`config.mk`:
```
export PLATFORM = sky130hd
export DESIGN_NAME = serial_rx
export DESIGN_NICKNAME = d
export VERILOG_FILES = /design/src/rtl/serial_rx_pkg.sv /design/src/rtl/rx_sync_2ff.sv /design/src/rtl/serial_rx.sv
export SDC_FILE = /design/constraint.sdc
export NUM_CORES = 1
export LEC_CHECK = 0
export CORE_MARGIN = 10
export CORE_UTILIZATION = 53
export DETAILED_ROUTE_END_ITERATION = 7
export PLACE_DENSITY = 0.73
export SYNTH_ARGS = -nofsm -noshare
export SYNTH_HDL_FRONTEND = slang
export SYNTH_HIERARCHICAL = 1
export SYNTH_SLANG_ARGS = --single-unit
```
`constraint.sdc`:
```
create_clock -name clk -period 2.03 [get_ports clk]
set_input_delay 0.406 -clock clk [delete_from_list [all_inputs] [get_ports clk]]
set_output_delay 0.406 -clock clk [all_outputs]
set_load 0.01 [all_outputs]
```
`src/rtl/serial_rx_pkg.sv`:
```
// serial_rx_pkg: FSM state encoding and default constants for serial_rx.
// PARITY exists only when SERIAL_RX_PARITY_EN is defined.
package serial_rx_pkg;

   localparam int DEF_CLKS_PER_BIT = 16;
   localparam int DEF_DATA_BITS    = 8;

   typedef enum logic [2:0] {
      IDLE,
      START,
      DATA,
`ifdef SERIAL_RX_PARITY_EN
      PARITY,
`endif
      STOP,
      WAIT_IDLE
   } state_t;

endpackage

```
`src/rtl/rx_sync_2ff.sv`:
```
// rx_sync_2ff: two-flop synchronizer; resets to 1 so the idle line never looks like a start bit.
module rx_sync_2ff (
   input  logic clk,
   input  logic rst,
   input  logic d,
   output logic q
);

   logic s1_q;

   always_ff @(posedge clk or posedge rst)
      if (rst) {q, s1_q} <= 2'b11;
      else     {q, s1_q} <= {s1_q, d};

endmodule

```
`src/rtl/serial_rx.sv`:
```
// serial_rx: UART-style receiver with ready/valid output and error/overrun pulses.
// Define SERIAL_RX_PARITY_EN to add an even-parity bit between data and stop.
module serial_rx
   import serial_rx_pkg::*;
#(
   parameter int CLKS_PER_BIT = DEF_CLKS_PER_BIT,
   parameter int DATA_BITS    = DEF_DATA_BITS
) (
   input  logic                 clk,
   input  logic                 rst,
   input  logic                 rxd,
   output logic [DATA_BITS-1:0] rx_data,
   output logic                 rx_valid,
   input  logic                 rx_ready,
   output logic                 frame_err,
   output logic                 parity_err,
   output logic                 overrun,
   output logic                 busy
);

   localparam int CW = $clog2(CLKS_PER_BIT);
   localparam int BW = $clog2(DATA_BITS);
   localparam logic [CW-1:0] HALF = CW'(CLKS_PER_BIT / 2 - 1);
   localparam logic [CW-1:0] FULL = CW'(CLKS_PER_BIT - 1);
   localparam logic [BW-1:0] LAST = BW'(DATA_BITS - 1);
`ifdef SERIAL_RX_PARITY_EN
   localparam state_t AFTER_DATA = PARITY;
`else
   localparam state_t AFTER_DATA = STOP;
`endif

   state_t               state_q, state_d;
   logic [CW-1:0]        cnt_q, cnt_d;
   logic [BW-1:0]        bit_q, bit_d;
   logic [DATA_BITS-1:0] shift_q, shift_d, data_q, data_d;
   logic                 valid_q, valid_d, ferr_q, ferr_d, perr_q, perr_d, ovr_q, ovr_d;
   logic                 rxd_s, rxd_prev_q, par_bad;

   rx_sync_2ff u_sync (.clk(clk), .rst(rst), .d(rxd), .q(rxd_s));

`ifdef SERIAL_RX_PARITY_EN
   logic par_q, par_d;
   assign par_bad = ^{shift_q, par_q};
   always_ff @(posedge clk or posedge rst)
      if (rst) par_q <= 1'b0;
      else     par_q <= par_d;
`else
   assign par_bad = 1'b0;
`endif

   // Counter restarts at mid-start, so every later FULL lands mid-bit.
   always_comb begin
      state_d = state_q;
      cnt_d   = cnt_q + 1'b1;
      bit_d   = bit_q;
      shift_d = shift_q;
      data_d  = data_q;
      valid_d = valid_q & ~rx_ready;
      ferr_d  = 1'b0;
      perr_d  = 1'b0;
      ovr_d   = 1'b0;
`ifdef SERIAL_RX_PARITY_EN
      par_d   = par_q;
`endif
      case (state_q)
         IDLE: begin
            cnt_d = '0;
            if (rxd_prev_q & ~rxd_s) state_d = START;
         end
         START:
            if (cnt_q == HALF) begin
               cnt_d   = '0;
               bit_d   = '0;
               state_d = rxd_s ? IDLE : DATA;
            end
         DATA:
            if (cnt_q == FULL) begin
               cnt_d   = '0;
               shift_d = {rxd_s, shift_q[DATA_BITS-1:1]};
               bit_d   = bit_q + 1'b1;
               if (bit_q == LAST) state_d = AFTER_DATA;
            end
`ifdef SERIAL_RX_PARITY_EN
         PARITY:
            if (cnt_q == FULL) begin
               cnt_d   = '0;
               par_d   = rxd_s;
               state_d = STOP;
            end
`endif
         STOP:
            if (cnt_q == FULL) begin
               cnt_d   = '0;
               state_d = rxd_s ? IDLE : WAIT_IDLE;
               if (!rxd_s) ferr_d = 1'b1;
               else if (par_bad) perr_d = 1'b1;
               else if (valid_q & ~rx_ready) ovr_d = 1'b1;
               else begin
                  data_d  = shift_q;
                  valid_d = 1'b1;
               end
            end
         WAIT_IDLE: begin
            cnt_d = '0;
            if (rxd_s) state_d = IDLE;
         end
         default: state_d = IDLE;
      endcase
   end

   always_ff @(posedge clk or posedge rst)
      if (rst) begin
         state_q    <= IDLE;
         cnt_q      <= '0;
         bit_q      <= '0;
         shift_q    <= '0;
         data_q     <= '0;
         valid_q    <= 1'b0;
         ferr_q     <= 1'b0;
         perr_q     <= 1'b0;
         ovr_q      <= 1'b0;
         rxd_prev_q <= 1'b1;
      end else begin
         state_q    <= state_d;
         cnt_q      <= cnt_d;
         bit_q      <= bit_d;
         shift_q    <= shift_d;
         data_q     <= data_d;
         valid_q    <= valid_d;
         ferr_q     <= ferr_d;
         perr_q     <= perr_d;
         ovr_q      <= ovr_d;
         rxd_prev_q <= rxd_s;
      end

   assign rx_data    = data_q;
   assign rx_valid   = valid_q;
   assign frame_err  = ferr_q;
   assign parity_err = perr_q;
   assign overrun    = ovr_q;
   assign busy       = (state_q != IDLE);

endmodule

```
# Word level (Yosys, flattened, before mapping)
# Index checks and enable logic that the tools add are counted.
# totals
regBits	32
input_bits	4
out_inout_bits	13
wordCells	65
# op_classes
addsub	2
n_eq_ne	13
muxes	25
bitwise	5
n_reduce_logical	9
# op_table
cell	n
2-to-1 mux 3 bit	9
one-hot mux 3 bit (5 select lines)	1
one-hot mux 4 bit (3 select lines)	1
2-to-1 mux 1 bit	10
!= test 2 bit, second input constant	5
2-to-1 mux 4 bit	2
equality test 3 x 2 -> 1 bit, second input constant	2
equality test 3 bit, second input constant	2
one-hot mux 3 bit (2 select lines)	1
AND reduction 6 bit	1
adder 4 x 1 -> 4 bit, second input constant	1
equality test 4 x 3 -> 1 bit, second input constant	1
equality test 4 bit, second input constant	1
AND reduction 4 bit	1
OR reduction 2 bit	2
adder 3 x 1 -> 3 bit, second input constant	1
equality test 3 x 1 -> 1 bit, second input constant	1
zero test 3 bit	1
inverter 1 bit	3
AND reduction 3 bit	1
nonzero test 3 bit	1
bitwise AND 1 bit	2
2-to-1 mux 2 bit	1
!= test 2 x 1 -> 1 bit, second input constant	1
other kinds (2)	2

# Longest topological paths before layout
# depth
word_depth	6
ltp_mapped	5
mapped_depth_nobuf	5

# Modules after synthesis
# Netlist, hierarchy kept.
# by_module_without_submodules
mod	instances	cells_per_inst	area_each_um2	seq_area_each_um2
serial_rx	1	94	1321.3	752.0
rx_sync_2ff	1	3	56.3	52.6

# Worst setup path before layout
# No wires, ideal clock.
# synth_timing
path_type	register to register
startpoint	register cnt_q[0]
endpoint	register data_q[0], in the netlist rx_data[0]
setup_ns	0.125
t_arrival_ns	1.457
t_required_ns	1.905
setup_slack_ns	0.447
path_stages_with_launch	6
path_buffers	1
period_less_slack_ns	1.583
cell_sequence	dfrtp_1 -> ha_1 -> and4_1 -> and3_4 -> buf_8 -> mux2_4
# synth_via
elab_chain_cells	2
# synth_rtl
item	line	rtl
start: declaration	serial_rx.sv:33	logic [CW-1:0] cnt_q, cnt_d;
start signal: assignment	serial_rx.sv:125	cnt_q <= cnt_d;
equality test 4 bit	serial_rx.sv:92	if (cnt_q == FULL) begin
AND reduction 4 bit (no source line)	-	
end signal: assignment	serial_rx.sv:128	data_q <= data_d;
end: declaration	serial_rx.sv:35	logic [DATA_BITS-1:0] shift_q, shift_d, data_q, data_d;
# Every way passes these cells.
# A chain may end at the register's enable or synchronous reset.

# Worst setup path in the final report
# layout_timing
startpoint	register state_q[1]
endpoint	output busy
# layout_via
elab_chain_cells	1
# layout_rtl
item	line	rtl
start: declaration	serial_rx.sv:32	state_t state_q, state_d;
start signal: assignment	serial_rx.sv:124	state_q <= state_d;
nonzero test 3 bit	serial_rx.sv:141	assign busy = (state_q != IDLE);
end: declaration	serial_rx.sv:18	output logic busy
# Every way passes these cells.

==> summary.txt <==
Sink Count: 32
layout cell share with drive strength beyond 1: 0.297
Area growth syn-to-layout: 20.3%
nets@finish: 124
core region area: 2480 um^2
commonest non-fill, non-tap cell in the layout: dfrtp_1
DIE WIDTH: 71.0 um
first-pass GRT wire length: 4.14 mm
post-synthesis cell count: 97
Worst Min Path Start: u_sync/s1_q
end of the worst hold path: u_sync/q
clk buf depth: 2
drt drc: 0
final setup TNS: 0 ns
initial antenna violation count: 0
# rows: 18
Initial Util: 0.556
number of H-tree levels: 2
TritonCTS clock tree: built
Final setup viols: 0
Yosys reg bits: 32
Avg Cell Area, Syn: 14.2 um^2
skew final: 0.00891 ns
R2R cell count: 4
cts hold-fix bufs: 0
hold path depth: 0
commonest cells after routing, fill and taps aside: dfrtp_1, mux2_4, clkdlybuf4s50_1, nor2_1
largest net degree at the start of global routing: 20
Setup CP Type: reg2out
top area cells in the synthesized netlist: dfrtp_1, mux2_4, dfstp_2
LEAKAGE: 0.785 nW
Worst EP required: 1.62 ns
RSZ-0062 raised after global routing: no
min cycle time layout: 1.94 ns
Routed Antenna Nets: 0
clock root buffer master: clkbuf_4
Num CTS Buffers: 5
HPWL Detailed: 1.68 mm
GRT Overall Usage: 0.103
setup slack, reg-to-reg: 0.30 ns
FMAX: 0.515 GHz
status: finished clean
GRT overflow: 0
Reg-to-Reg Start: cnt_q[0]
Hold Vio Cnt, Final: 0
Synth top area share: 0.527
dpl cell area: 1550 um^2
Ant. Diodes: 0
Max Cap Viol: 0
DRT iter0 DRCs: 37
vias in the first global route: 834
WL final: 2.37 mm
register clock-pin slew on the reported worst setup and hold paths: 0.10 ns
VDD IR max: 0.914 mV
yosys warns: 6
area leader, netlist: dfrtp_1
CP max FO: 8
worst endpoint data arrival time: 1.53 ns
PD cells: 953 nW/um^2
Port-buffer cells: 15
final worst-path cycle share: 0.956
startpoint types: flip-flop
IO Pins: 17
drt first pass iters: 4
Avg WL per Cell: 16.0 um
setup bufs post-CTS: 0
Syn Std Cell Area: 1380 um^2
Slew Viols, Final: 0
clk_lat worst skew: 0.33 ns
HP Class: reg2reg
Worst R2R End: rx_data[0]
crit end category: output pin
Netlist cell types: 30
gpl congestion: 0.798
post-route cell area: 1660 um^2
syn_nets: 104
die height: 71.0 um
register area share after synthesis: 0.584
die area: 5040 um^2
via count: 792
Via density: 5.35
[critical path: stages, from the launching register on]
cell,delay [ns]
dfrtp_2,0.49
nor2_4,0.17
nand2_1,0.06
clkdlybuf4s50_1,0.48
[flip-flops by register name, summed over array words and instances, names as in the netlist]
register / count
bit_q: 3
cnt_q: 4
state_q: 3
rx_data: 8
frame_err: 1
rx_valid: 1
overrun: 1
u_sync/s1_q: 1
shift_q: 8
rxd_prev_q: 1
u_sync/q: 1
[per-stage QoR]
stage / power [W] / setup WS [ns] / hold slack, ns / utilization / instances
finish: 0.00158 / 0.0896 / 0.364 / 0.669 / 148
global route: 0.00167 / 0.0135 / 0.369 / 0.669 / 148
CTS: 0.00158 / 0.00934 / 0.366 / 0.666 / 148
detailed placement: 0.00103 / 0.295 / 0.352 / 0.626 / 140
global placement: 0.00101 / 0.307 / 0.347 / 0.626 / 140
floorplan: 0.000958 / 0.447 / 0.318 / - / 97
[worst max path at each step]
stage                     from          to  depth (start not counted)
finish              state_q[1]        busy                          3
global route        state_q[1]        busy                          3
CTS                 state_q[1]        busy                          3
detailed placement    rx_ready  rx_data[0]                          4
global placement      rx_ready  rx_data[2]                          4
floorplan             cnt_q[0]  rx_data[0]                          5
[cell type report]
cell class	count	area, um^2
flip-flops and latches	32	807
clock inverters	1	30.0
clock buffers	7	65.1
inverters	5	18.8
well taps	30	37.5
repair buffers	17	178
multi-input cells	56	520
fillers	188	821
[power breakdown]
part / internal (W) / switching (W)
Clock: 0.000327 / 0.000217
Sequential: 0.000704 / 0.0000955
Combinational: 0.000116 / 0.000120
Total: 0.00115 / 0.000433
[per-layer routing]
| layer | global-route usage | up-vias | part of all wire |
|---|---|---|---|
| met5 | 0 | - | 0 |
| met2 | 0.143 | 16 | 0.45 |
| met3 | 0.0530 | 6 | 0.057 |
| li1 | - | 373 | - |
| met4 | 0.0516 | 0 | 0.020 |
| met1 | 0.127 | 397 | 0.47 |
[cells by family (layout without fill, tap and decap cells)]
family	Yosys count	count (layout)	share of synthesized area
mux	17	17	0.180
fa+ha+maj	3	3	0.0273
buf+inv	9	30	0.0436
simple gates	23	23	0.0945
compound gates	9	9	0.0491
flops	32	32	0.584
xor+xnor	3	3	0.0191
other cells	1	1	0.00272
[synthesized netlist by cell type]
library cell	instances
and3b_1	2
nor3_1	1
and3_1	1
mux2_2	2
nor3b_1	1
conb_1	1
mux2_4	15
a21oi_1	2
nor3b_2	1
a22o_1	2
dfstp_2	3
xor2_1	2
and4_1	1
nand2b_1	1
nor2_1	7
o21ai_0	1
buf_6	1
a41oi_1	1
inv_1	5
ha_1	3
nand2_1	5
o2111ai_1	1
xnor2_1	1
buf_4	2
nand3_1	2
buf_8	1
dfrtp_1	29
a32oi_1	1
and3_4	1
o32ai_1	1
[timing repair]
action                                  4_1_cts  5_1_grt
resized for setup                             1        3
gates cloned                                  0        0
endpoints found under the setup margin        1        1
Note: power is estimated with default switching activity, not from simulation.
